[src/rtl/signed_mult8_seq_if.sv]
// rtl/signed_mult8_seq_if.sv - request/result bundle for the sequential signed multiplier
interface signed_mult8_seq_if;
    logic        start;
    logic [7:0]  multiplicand_a;
    logic [7:0]  multiplier_b;
    logic [15:0] product;
    logic        busy;
    logic        done;

    modport master (
        output start, multiplicand_a, multiplier_b,
        input  product, busy, done
    );

    modport slave (
        input  start, multiplicand_a, multiplier_b,
        output product, busy, done
    );
endinterface

[src/rtl/signed_mult8_seq.sv]
// rtl/signed_mult8_seq.sv - 8x8 signed radix-2 Booth multiplier, one step per clock
module signed_mult8_seq (
    input  logic              clk,
    input  logic              rst,
    signed_mult8_seq_if.slave bus
);
    typedef enum logic {
        S_IDLE,
        S_RUN
    } state_t;

    state_t      state_q, state_d;
    logic        accept;
    logic        last_step;

    logic [8:0]  a_q;
    logic [7:0]  q_q;
    logic        qm1_q;
    logic [7:0]  m_q;
    logic [2:0]  count_q;
    logic [15:0] product_q;
    logic        done_q;

    logic [8:0]  m_ext;
    logic [8:0]  sum;
    logic [8:0]  a_next;
    logic [7:0]  q_next;
    logic        qm1_next;

    // State register
    always_ff @(posedge clk) begin
        if (rst) begin
            state_q <= S_IDLE;
        end else begin
            state_q <= state_d;
        end
    end

    // Next state: accept only when idle; the eighth step returns to idle
    always_comb begin
        state_d   = state_q;
        accept    = 1'b0;
        last_step = 1'b0;
        case (state_q)
            S_IDLE: begin
                if (bus.start) begin
                    accept  = 1'b1;
                    state_d = S_RUN;
                end
            end
            S_RUN: begin
                if (count_q == 3'd7) begin
                    last_step = 1'b1;
                    state_d   = S_IDLE;
                end
            end
            default: state_d = S_IDLE;
        endcase
    end

    // One Booth recoding step followed by an arithmetic right shift of {A,Q,q_-1}
    always_comb begin
        m_ext = {m_q[7], m_q};
        sum   = a_q;
        case ({q_q[0], qm1_q})
            2'b10:   sum = a_q - m_ext;
            2'b01:   sum = a_q + m_ext;
            default: sum = a_q;
        endcase
        a_next   = {sum[8], sum[8:1]};
        q_next   = {sum[0], q_q[7:1]};
        qm1_next = q_q[0];
    end

    // Datapath: load on accept, step while running, publish the product on the last step
    always_ff @(posedge clk) begin
        if (rst) begin
            a_q       <= 9'd0;
            q_q       <= 8'd0;
            qm1_q     <= 1'b0;
            m_q       <= 8'd0;
            count_q   <= 3'd0;
            product_q <= 16'h0000;
            done_q    <= 1'b0;
        end else begin
            done_q <= 1'b0;
            if (accept) begin
                a_q     <= 9'd0;
                q_q     <= bus.multiplier_b;
                qm1_q   <= 1'b0;
                m_q     <= bus.multiplicand_a;
                count_q <= 3'd0;
            end else if (state_q == S_RUN) begin
                a_q     <= a_next;
                q_q     <= q_next;
                qm1_q   <= qm1_next;
                count_q <= count_q + 3'd1;
                if (last_step) begin
                    product_q <= {a_next[7:0], q_next};
                    done_q    <= 1'b1;
                end
            end
        end
    end

    assign bus.product = product_q;
    assign bus.busy    = (state_q == S_RUN);
    assign bus.done    = done_q;
endmodule

[src/flat_wrapper.sv]
// flat-port wrapper written by rule: the top's interface ports become plain ports
module signed_mult8_seq_flat 
  (clk, rst, bus_start, bus_multiplicand_a, bus_multiplier_b, bus_product, bus_busy, bus_done);
  signed_mult8_seq_if bus_i ();
  input  logic clk;
  input  logic rst;
  input wire logic [$bits(bus_i.start)-1:0] bus_start;
  input wire logic [$bits(bus_i.multiplicand_a)-1:0] bus_multiplicand_a;
  input wire logic [$bits(bus_i.multiplier_b)-1:0] bus_multiplier_b;
  output wire logic [$bits(bus_i.product)-1:0] bus_product;
  output wire logic [$bits(bus_i.busy)-1:0] bus_busy;
  output wire logic [$bits(bus_i.done)-1:0] bus_done;
  assign bus_i.start = bus_start;
  assign bus_i.multiplicand_a = bus_multiplicand_a;
  assign bus_i.multiplier_b = bus_multiplier_b;
  assign bus_product = bus_i.product;
  assign bus_busy = bus_i.busy;
  assign bus_done = bus_i.done;
  signed_mult8_seq u_core (.clk(clk), .rst(rst), .bus(bus_i));
endmodule
[config.mk]
export PLATFORM = sky130hd
export DESIGN_NAME = signed_mult8_seq_flat
export DESIGN_NICKNAME = d
export VERILOG_FILES = /design/src/rtl/signed_mult8_seq_if.sv /design/src/rtl/signed_mult8_seq.sv /design/src/flat_wrapper.sv
export SDC_FILE = /design/constraint.sdc
export NUM_CORES = 1
export LEC_CHECK = 0
export ABC_AREA = 1
export BUFFER_PORTS_ARGS = -buffer_cell sky130_fd_sc_hd__clkbuf_2
export CAP_MARGIN = 15
export CORE_MARGIN = 4
export CORE_UTILIZATION = 45
export DETAILED_ROUTE_END_ITERATION = 16
export PLACE_DENSITY = 0.75
export SLEW_MARGIN = 5
export SYNTH_ARGS = -nofsm -noshare
export SYNTH_HDL_FRONTEND = slang
export SYNTH_SLANG_ARGS = --single-unit
[constraint.sdc]
create_clock -name clk -period 2.68 [get_ports clk]
set_input_delay 0.402 -clock clk [delete_from_list [all_inputs] [get_ports clk]]
set_output_delay 0.402 -clock clk [all_outputs]
set_load 0.01 [all_outputs]
==> flow_summary_export.csv <==
group,metric,value,unit
die,core_area,5070,µm²
sta,whs,327,ps
clock_network,clkTransAtPathRegs,90,ps
synthesis,syn_area,2360,µm²
global_route,grt_pass1_vias,2016,
clock_network,clkLatencyLatePin,300,ps
routing,num_vias,2125,
global_route,antenna_found_initial,0,
synthesis,ys_ff_latch,46,
synthesis,synth.avg_cell_area,7.20,µm²
global_route,track_usage,0.171,
pwr,ir_worst_vdd,295,µV
layout,fillers,525,
hold_path,holdCritPathClass,"primary input to register",
worst_setup_path,cp_max_fo,4,
layout,stdcell_count,432,
layout,drive_above_1_share,0.157,
sta,clock_skew,6.62,ps
clock_network,htree_levels,2,
synthesis,synthXorXnorAreaFrac,0.0297,
clock_network,cts_sinks,46,
synthesis,muxShareOfSynthArea,0.00425,
synthesis,ys.flop_type,"dfxtp_1",
worst_setup_path,arrival,2650,ps
sta,setup_tns,0,ps
hold_path,min_path_cells,3,
die,die_w,80.4,µm
clock_network,hold_buffers,0,
clock_network,numCtsBuffers,5,
pwr,p_leak,1.35,nW
placed_design,place_inst,424,
synthesis,yosys_warnings,0,
worst_setup_path,rr_endpoint,"u_core.a_q[7]$_SDFFE_PP0P_",
die,die_h,80.4,µm
routing,dr.pass1.iters,4,
pwr,cellPowerDensity,556,nW/µm²
synthesis,syn-instance-count,327,
worst_setup_path,rr_worst_depth,16,
sta,max_freq,0.408,GHz
sta,hold_violations,0,
clock_network,cts-root-buf,"clkbuf_8",
synthesis,synthArstFlopShare,0,
worst_setup_path,cp-startpoint,"u_core.m_q[0]$_SDFFE_PP0P_",
sta,setup_viol,0,
routing,drc,0,
sta,worst_pin_slew,713,ps
synthesis,synth_edf_count,0,
synthesis,ys_types,34,
run_status,status,"finished, final reports clean",
global_route,grt_pass1_wl,8.78,mm
worst_setup_path,worstSetupPathType,"register to register",
die,die_area,6460,µm²
worst_setup_path,crit_required,2880,ps
worst_setup_path,r2r_setup_slack,230,ps
synthesis,synth_top_family_by_area,"simple AND/OR/NAND/NOR gates",
worst_setup_path,start_kind,"register",
placed_design,hpwlAfterDp,4.04,mm
routing,postRouteAntennaNets,0,
global_route,grt_max_degree,19,
global_route,grt_overflow_total,0,
layout,nets,394,
routing,viasPerCell,4.92,
die,ios,37,
pwr,total_power,0.00148,W
placed_design,io_buffers,36,
placed_design,gp_congestion,0.856,
sta,period_needed,2450,ps
sta,fin_crit_sh,0.914,
worst_setup_path,crit_path_end_kind,"register",
routing,first_iter_violations,86,
synthesis,synth_compound_area_frac,0.156,
die,initial_utilization,0.464,
clock_network,cts_tree,"done",
routing,wl_per_cell,12.0,µm
die,rows,26,
sta,relSlewSlack,0.524,
worst_setup_path,crit_path_end,"u_core.a_q[7]$_SDFFE_PP0P_",
sta,slew_violations,0,
layout,fin_area,2660,µm²
synthesis,synth_nets,360,
layout,area_growth_syn_to_layout,12.8,%
synthesis,synthAdderAreaFrac,0.0775,
synthesis,ys_seq_area_frac,0.391,
worst_setup_path,rr_startpoint,"u_core.m_q[0]$_SDFFE_PP0P_",
placed_design,place_area,2570,µm²
clock_network,clockBufferDepth,2,
job,cap_violations,0,
synthesis,synthSimpleGateAreaFrac,0.225,
layout,n_antenna_cell,0,
routing,drt_wl_total,5.17,mm
==> logic make-up (layout without fill, tap and decap cells) <==
kind of cell | Yosys count | count (layout)
AND/OR/NAND/NOR | 127 | 127
buffers and inverters | 66 | 101
AO/OA/AOI/OAI | 65 | 65
flip-flops | 46 | 46
adder cells (fa/ha/maj) | 14 | 14
XOR/XNOR | 8 | 8
multiplexers | 1 | 1
==> critical path, cell delays in order (launching register included) <==
cell     delay, ps
dfxtp_1        380
inv_1           70
ha_1           270
inv_1           40
o21ai_0        240
inv_1          100
fa_1           440
inv_1           70
nand3_1         70
nand2_2        110
nand2_1         70
nand4_1        110
nand3_1         80
nand2_1        100
nand3_1         70
nand2_1         80
inv_1           40
==> cells in the mapped netlist (5+ instances only) <==
| master | n | area, µm² |
|---|---|---|
| nor2_1 | 19 | 71.3 |
| ha_1 | 13 | 163 |
| o221ai_1 | 6 | 52.6 |
| xor2_1 | 7 | 61.3 |
| a21oi_1 | 19 | 95.1 |
| nand3_1 | 9 | 45.0 |
| o21ai_1 | 6 | 30.0 |
| o21ai_0 | 26 | 130 |
| nand2_1 | 86 | 323 |
| nand4_1 | 5 | 31.3 |
| inv_1 | 53 | 199 |
| dfxtp_1 | 46 | 921 |
==> metrics by stage <==
| step | util | setup slack (ps) |
|---|---|---|
| detailed placement | 0.506 | 277 |
| CTS | 0.523 | 265 |
| finish | 0.524 | 231 |
| global placement | 0.506 | 349 |
| floorplan | - | 466 |
| global route | 0.524 | -5.36 |
==> cell usage in the layout, fill, tap and decap left out, drive strengths merged <==
master	instances
nand2	88
inv	57
dfxtp	46
clkbuf	41
o21ai	32
nor2	21
a21oi	20
ha	13
nand3	10
xor2	7
o221ai	6
nand4	5
o22ai	2
a22o	2
clkinv	2
nor3	1
o211ai	1
mux2i	1
or2	1
a31oi	1
and2	1
xnor2	1
o31ai	1
fa	1
buf	1
==> timing repair <==
item                                    4_1_cts  5_1_grt
gates resized for setup                       0        1
endpoints found under the setup margin        0        2
buffers inserted                              0        0
==> where the power goes <==
part           switching (W)  internal, W
Combinational       0.000197     0.000117
Clock               0.000244     0.000184
Sequential         0.0000245     0.000710
Total               0.000466      0.00101
==> layer usage <==
metal,vias to the layer above,routed length (µm),global-route usage
li1,1115,-,-
met1,980,2340,0.209
met2,26,2630,0.303
met3,4,150,0.0359
met4,0,49,0.0422
met5,-,0,0
==> flip-flops by register name (all words and copies together) (netlist names) <==
| register | count |
|---|---|
| u_core.a_q | 8 |
| u_core.bus.busy | 1 |
| u_core.bus.done | 1 |
| u_core.bus.product | 16 |
| u_core.count_q | 3 |
| u_core.m_q | 8 |
| u_core.q_q | 8 |
| u_core.qm1_q | 1 |
==> cell type report <==
class                           instances  area, µm²  area share
Inverter                               56        210      0.0791
Multi-Input combinational cell        215       1160       0.438
Timing Repair Buffer                   37        188      0.0706
Clock inverter                          3       18.8     0.00706
Clock buffer                            5       68.8      0.0259
Sequential cell                        46        921       0.347
Tap cell                               70       87.6      0.0330
==> how the worst min path moves through the flow <==
stage	start	to	slack [ps]
2_1_floorplan	u_core.count_q[1]$_SDFFE_PP0P_	u_core.count_q[1]$_SDFFE_PP0P_	440
3_3_place_gp	u_core.bus.product[13]$_SDFFE_PP0P_	u_core.bus.product[13]$_SDFFE_PP0P_	440
3_5_place_dp	u_core.bus.product[13]$_SDFFE_PP0P_	u_core.bus.product[13]$_SDFFE_PP0P_	450
4_1_cts	bus_multiplicand_a[2]	u_core.m_q[2]$_SDFFE_PP0P_	320
5_1_grt	bus_multiplicand_a[2]	u_core.m_q[2]$_SDFFE_PP0P_	320
6_report	bus_multiplicand_a[2]	u_core.m_q[2]$_SDFFE_PP0P_	330
Power figures use the tool's default switching activity.
